### src/rtl/jtframe_sdram_slot_rq_pkg.sv
// Shared constants for the SDRAM request slot and its cache entries.
package jtframe_sdram_slot_rq_pkg;

    // Width of one SDRAM data word
    localparam int SDRAM_DW = 16;

    // Client data widths the slot supports
    localparam int DW_BYTE = 8;
    localparam int DW_WORD = 16;

    // True when a client data width can be served by the slot
    function automatic bit dw_is_legal(input int dw);
        return (dw == DW_BYTE) || (dw == DW_WORD);
    endfunction

endpackage

### src/rtl/jtframe_slot_cache_entry.sv
// One read-cache line: valid flag, SDRAM word-address tag and 16-bit data.
module jtframe_slot_cache_entry
    import jtframe_sdram_slot_rq_pkg::*;
#(
    parameter int SDRAMW = 22
) (
    input  logic                clk,
    input  logic                rst_n,
    input  logic                clr,        // drop the line (wins over fill)
    input  logic                fill,       // load tag/data and mark valid
    input  logic                inval,      // drop the line if its tag matches
    input  logic [SDRAMW-1:0]   fill_tag,
    input  logic [SDRAM_DW-1:0] fill_data,
    input  logic [SDRAMW-1:0]   cmp_addr,
    output logic                match,
    output logic [SDRAM_DW-1:0] data
);

    logic                valid_q;
    logic [SDRAMW-1:0]   tag_q;
    logic [SDRAM_DW-1:0] data_q;

    // Valid flag: clear and invalidate take priority over a fill
    always_ff @(posedge clk or negedge rst_n) begin
        if (!rst_n) begin
            valid_q <= 1'b0;
        end else if (clr || (inval && match)) begin
            valid_q <= 1'b0;
        end else if (fill) begin
            valid_q <= 1'b1;
        end
    end

    // Payload load on fill
    // NOTE: tag and data are not reset; they are only observed through match, which is gated by valid_q.
    always_ff @(posedge clk) begin
        if (fill && !clr) begin
            tag_q  <= fill_tag;
            data_q <= fill_data;
        end
    end

    assign match = valid_q && (tag_q == cmp_addr);
    assign data  = data_q;

endmodule

### src/rtl/jtframe_sdram_slot_rq.sv
// Per-client SDRAM request slot: address translation, small read cache,
// miss/write requests towards the arbiter and client data_ok generation.
module jtframe_sdram_slot_rq
    import jtframe_sdram_slot_rq_pkg::*;
#(
    parameter int SDRAMW   = 22,
    parameter int AW       = 8,
    parameter int DW       = 16,
    parameter int WRITABLE = 0,
    parameter int LATCH    = 0,
    parameter int DOUBLE   = 0,
    parameter int OKLATCH  = 1
) (
    input  logic                clk,
    input  logic                rst_n,
    input  logic                clr,
    input  logic [SDRAMW-1:0]   offset,
    input  logic [AW-1:0]       addr,
    input  logic                addr_ok,
    input  logic                wrin,
    input  logic [DW-1:0]       wrdata,
    output logic                req_rnw,
    output logic [SDRAMW-1:0]   sdram_addr,
    input  logic [SDRAM_DW-1:0] din,
    input  logic                din_ok,
    input  logic                dst,
    input  logic                we,
    output logic [DW-1:0]       dout,
    output logic                req,
    output logic                data_ok
);

    localparam int NENT = (DOUBLE != 0) ? 2 : 1;

    logic [SDRAMW-1:0]   waddr;
    logic                is_write;
    logic                fill_ev;
    logic                wr_ev;
    logic                hit;
    logic [NENT-1:0]     match;
    logic [SDRAM_DW-1:0] ent_data [NENT];
    logic [SDRAM_DW-1:0] hitdata;
    logic [DW-1:0]       dout_sel;
    logic                wdone_q, wdone_d;
    logic                ptr_q, ptr_d;
    logic [SDRAMW-1:0]   last_addr_q;
    logic                ok_d;
    logic                unused_sig;

    // wrdata is driven onto the bus by the arbiter; dst carries no information here
    assign unused_sig = ^{dst, wrdata};

    // Byte clients address two bytes per SDRAM word
    assign waddr      = (DW == DW_BYTE) ? SDRAMW'(addr >> 1) : SDRAMW'(addr);
    assign sdram_addr = offset + waddr;

    assign is_write = (WRITABLE != 0) && wrin;
    assign req_rnw  = (WRITABLE != 0) ? ~wrin : 1'b1;
    assign fill_ev  = we && din_ok && !is_write;
    assign wr_ev    = we && din_ok && is_write;

    for (genvar i = 0; i < NENT; i++) begin : g_entry
        jtframe_slot_cache_entry #(.SDRAMW(SDRAMW)) u_entry (
            .clk       (clk),
            .rst_n     (rst_n),
            .clr       (clr),
            .fill      (fill_ev && (ptr_q == 1'(i))),
            .inval     (wr_ev),
            .fill_tag  (sdram_addr),
            .fill_data (din),
            .cmp_addr  (sdram_addr),
            .match     (match[i]),
            .data      (ent_data[i])
        );
    end

    assign hit = addr_ok && !is_write && (|match);
    assign req = is_write ? (addr_ok && !wdone_q) : (addr_ok && !hit);

    // Select the data of the matching cache line
    // NOTE: every always_comb output gets a default first so no path leaves it unassigned (no latch).
    always_comb begin
        hitdata = '0;
        for (int i = 0; i < NENT; i++) begin
            if (match[i]) hitdata = ent_data[i];
        end
    end

    if (DW == DW_BYTE) begin : g_byte
        assign dout_sel = addr[0] ? hitdata[15:8] : hitdata[7:0];
    end else begin : g_word
        assign dout_sel = DW'(hitdata);
    end

    // Next-state for write-done flag, replacement pointer and data_ok
    always_comb begin
        wdone_d = wdone_q;
        if (!addr_ok || (sdram_addr != last_addr_q)) begin
            wdone_d = 1'b0;
        end else if (wr_ev) begin
            wdone_d = 1'b1;
        end
        ptr_d = ptr_q;
        if ((DOUBLE != 0) && fill_ev && !clr) ptr_d = ~ptr_q;
        ok_d = addr_ok && (hit || wdone_q);
    end

    // Control state registers
    // NOTE: sequential state uses non-blocking assignments so every register samples pre-edge values.
    always_ff @(posedge clk or negedge rst_n) begin
        if (!rst_n) begin
            wdone_q     <= 1'b0;
            ptr_q       <= 1'b0;
            last_addr_q <= '0;
        end else begin
            wdone_q     <= wdone_d;
            ptr_q       <= ptr_d;
            last_addr_q <= sdram_addr;
        end
    end

    if (LATCH != 0) begin : g_dout_reg
        logic [DW-1:0] dout_q;
        // Hold the last hit data for the client
        always_ff @(posedge clk or negedge rst_n) begin
            if (!rst_n) begin
                dout_q <= '0;
            end else if (hit) begin
                dout_q <= dout_sel;
            end
        end
        assign dout = dout_q;
    end else begin : g_dout_comb
        assign dout = dout_sel;
    end

    if (OKLATCH != 0) begin : g_ok_reg
        logic ok_q;
        // One-cycle registered data_ok
        always_ff @(posedge clk or negedge rst_n) begin
            if (!rst_n) begin
                ok_q <= 1'b0;
            end else begin
                ok_q <= ok_d;
            end
        end
        assign data_ok = ok_q;
    end else begin : g_ok_comb
        assign data_ok = ok_d;
    end

endmodule

### config.mk
export PLATFORM = sky130hd
export DESIGN_NAME = jtframe_sdram_slot_rq
export DESIGN_NICKNAME = d
export VERILOG_FILES = /design/src/rtl/jtframe_sdram_slot_rq_pkg.sv /design/src/rtl/jtframe_slot_cache_entry.sv /design/src/rtl/jtframe_sdram_slot_rq.sv
export SDC_FILE = /design/constraint.sdc
export NUM_CORES = 1
export LEC_CHECK = 0
export BUFFER_PORTS_ARGS = -buffer_cell sky130_fd_sc_hd__clkbuf_2
export CORE_ASPECT_RATIO = 0.75
export CORE_MARGIN = 2
export CORE_UTILIZATION = 53
export DETAILED_ROUTE_END_ITERATION = 7
export MAX_ROUTING_LAYER = met4
export PLACE_DENSITY_LB_ADDON = 0.15
export SETUP_SLACK_MARGIN = 0.2
export SLEW_MARGIN = 20
export SYNTH_ARGS = -nofsm -noshare
export SYNTH_HDL_FRONTEND = slang
export SYNTH_SLANG_ARGS = --single-unit
### constraint.sdc
create_clock -name clk -period 7.2 [get_ports clk]
set_input_delay 0.36 -clock clk [delete_from_list [all_inputs] [get_ports clk]]
set_output_delay 0.36 -clock clk [all_outputs]
set_load 0.005 [all_outputs]
==> impl_metrics.json <==
{
  "combPwrFrac_pct": 25.0,
  "arrival_ns": 3.52,
  "max_freq_mhz": 258,
  "cts-buffers-inserted": 5,
  "instances_no_fill": 425,
  "ys_ff_latch": 40,
  "grt_max_degree": 39,
  "synth_nets": 342,
  "dp_slack_ns": 3.30,
  "postLayoutCellArea_sq_um": 3440,
  "ctsResizeCount": 0,
  "ys_types": 64,
  "sw_frac_of_total_pct": 27.8,
  "final_cell_mix": "clkbuf_2, edfxtp_1, xnor2_1",
  "fin_crit_sh_pct": 53.9,
  "cp.required_ns": 6.84,
  "synthArstFlopShare_pct": 5.00,
  "drv_cap": 0,
  "final_common_cell": "clkbuf_2",
  "grt_use_met3_pct": 4.77,
  "initialDrtViolationCount": 182,
  "core-area_sq_um": 5270,
  "placement.io_buffers": 91,
  "syn-cell-area_sq_um": 2840,
  "power.static_leakage_nw": 1.47,
  "fin_nets": 428,
  "p_per_area_nw_per_um2": 178,
  "antenna_found_initial": 0,
  "dr.pass1.iters": 4,
  "crit_path_start_kind": "input pin",
  "start_util_pct": 53.9,
  "path_clk_slew_ns": 0.08,
  "p_clk_share_pct": 30.0,
  "grt-busiest-layer": "met2",
  "synthFlopType": "edfxtp_1",
  "grt_pass1_vias": 2171,
  "hold_buffers": 1,
  "cts_setup_buffers": 0,
  "cts.sinks": 40,
  "cts_buffer_depth": 2,
  "status": "completed",
  "hold_viol_final": 0,
  "maxSlewHeadroom_pct": 62.2,
  "final_util_pct": 65.3,
  "setup-tns-final_ns": 0,
  "fp-row-count": 23,
  "routed_wl_mm": 6.65,
  "seq_power_share_pct": 45.1,
  "ys_seq_area_share_pct": 42.0,
  "grt_use_met1_pct": 32.4,
  "die_w_um": 88.5,
  "min_period_ns": 3.88,
  "vias": 2398,
  "placed_area_sq_um": 3290,
  "rsz0062_at_grt": "no",
  "io_pins": 111,
  "hold_path.class": "input pin to flop",
  "path_class": "input pin to primary output",
  "use_met2_pct": 32.8,
  "cts_tree": "built",
  "diodes": 0,
  "avgViaCountPerCell": 5.64,
  "grt-ovfl-total": 0,
  "drv_slew": 0,
  "setup_viol": 0,
  "clock_latency_ns": 0.30,
  "peakVddDrop_uv": 97.2,
  "critPathCaptureType": "primary output",
  "syn_area_per_cell_sq_um": 10.8,
  "die_area_sq_um": 5960,
  "switching_power_mw": 0.170,
  "grtUsageTotal_pct": 22.6,
  "antenna_left": 0,
  "cts_root_buf": "clkbuf_8",
  "routedWlPerCell_um": 15.6,
  "fin_worst_skew_ns": 0.00773,
  "fp.dieH_um": 67.4,
  "routabilityCongestion": 0.860,
  "p_int_mw": 0.442,
  "area_delta_synth_final_pct": 21.2,
  "worst_slack_ns": 3.32,
  "grt_pass1_wl_mm": 10.1,
  "cts-htree-levels": 2,
  "drc_errors": 0,
  "synth_warnings": 0,
  "postSynthCellCount": 263,
  "tightest_slew_ns": 0.565,
  "critical_path.max_fanout": 18,
  "placedCellCount": 415,
  "detailed_place_hpwl_mm": 5.07,
  "synth_edf_count": 38,
  "drive_gt1_share_pct": 32.0
}
==> registers in the layout, indices dropped and copies added (netlist names) <==
name	count
g_entry.u_entry.data	16
g_entry.u_entry.tag_q	22
data_ok	1
g_entry.u_entry.valid_q	1
==> through the flow <==
| step | hold WS (ns) | power, mW |
|---|---|---|
| 4_1_cts | 0.233 | 0.613 |
| 2_1_floorplan | 0.0644 | 0.380 |
| 6_report | 0.239 | 0.612 |
| 3_3_place_gp | 0.149 | 0.427 |
| 5_1_grt | 0.226 | 0.639 |
| 3_5_place_dp | 0.150 | 0.431 |
==> cell usage after synthesis (all sizes together), types with 2 or more instances <==
master,count,share of area [%]
inv,4,0.53
a211oi,7,2.5
a31oi,2,0.44
a21boi,2,0.53
nor3,5,0.88
a21oi,11,2.7
and4,5,1.5
nor2b,4,0.88
nand2,16,2.1
nand3,6,1.2
nand2b,5,1.1
a221oi,2,0.62
nand4,3,0.66
dfrtp,2,1.8
nor2,18,2.5
o2111a,2,0.84
edfxtp,38,40
and2,3,0.66
a21o,3,0.79
ha,8,3.5
o22ai,4,0.88
o21ai,6,1.2
buf,13,3.4
and3,19,4.2
o31ai,2,0.53
o2111ai,2,0.62
o2bb2ai,2,0.62
xor2,15,4.6
or2,2,0.44
xnor3,2,1.6
nor3b,3,0.79
xnor2,22,6.8
nor4,2,0.44
a211o,4,1.2
==> kinds of logic after synthesis <==
logic type	Yosys count	synth area share [%]
mux	2	0.750
buf+inv	18	4.06
simple gates	93	17.9
other cells	1	0.132
xor+xnor	40	13.8
fa+ha+maj	9	4.23
compound gates	60	17.1
flops	40	42.0
==> worst max-delay path, stage by stage <==
cell and delay (ns):
clkbuf_2 0.08, ha_1 0.23, fa_1 0.50, xor2_1 0.20, a221oi_1 0.26, o2111ai_1 0.16
or4_1 0.53, nor4_1 0.28, and4_1 0.56, and3_1 0.25, clkbuf_2 0.11
==> final cells by class <==
cell class | instances | area, sq um
Sequential cell | 40 | 1190
Tap cell | 75 | 93.8
Timing Repair Buffer | 93 | 493
Multi-Input combinational cell | 205 | 1540
Clock buffer | 6 | 72.6
Inverter | 4 | 15.0
Clock inverter | 2 | 35.0
Fill cell | 441 | 1830
==> path summary, 6_finish.rpt <==
check / from / end / slack [ns] / cells after the start
max: offset[0] / dout[8] / 3.32 / 11
min: din[1] / g_entry[0].u_entry.data[1] / 0.24 / 1
max reg2reg: g_entry[0].u_entry.tag_q[10] / data_ok / 4.46 / 7
min reg2reg: g_entry[0].u_entry.valid_q / g_entry[0].u_entry.valid_q / 0.54 / 2
max in group asynchronous: rst_n / g_entry[0].u_entry.valid_q / 6.70 / 2
min in group asynchronous: rst_n / data_ok / 0.41 / 2
==> routing by layer <==
layer	vias up	share of wire [%]
met5	-	0
met4	0	0.86
met3	8	7.4
met2	98	46
met1	1126	46
li1	1166	-
==> power groups by stage <==
stage | registers [mW] | logic (mW) | clock network, mW
global placement | 0.281 | 0.146 | 0
floorplan | 0.280 | 0.100 | 0
detailed placement | 0.281 | 0.150 | 0
finish | 0.276 | 0.153 | 0.183
CTS | 0.276 | 0.151 | 0.186
global route | 0.277 | 0.168 | 0.194
(Power assumes the default switching activity.)
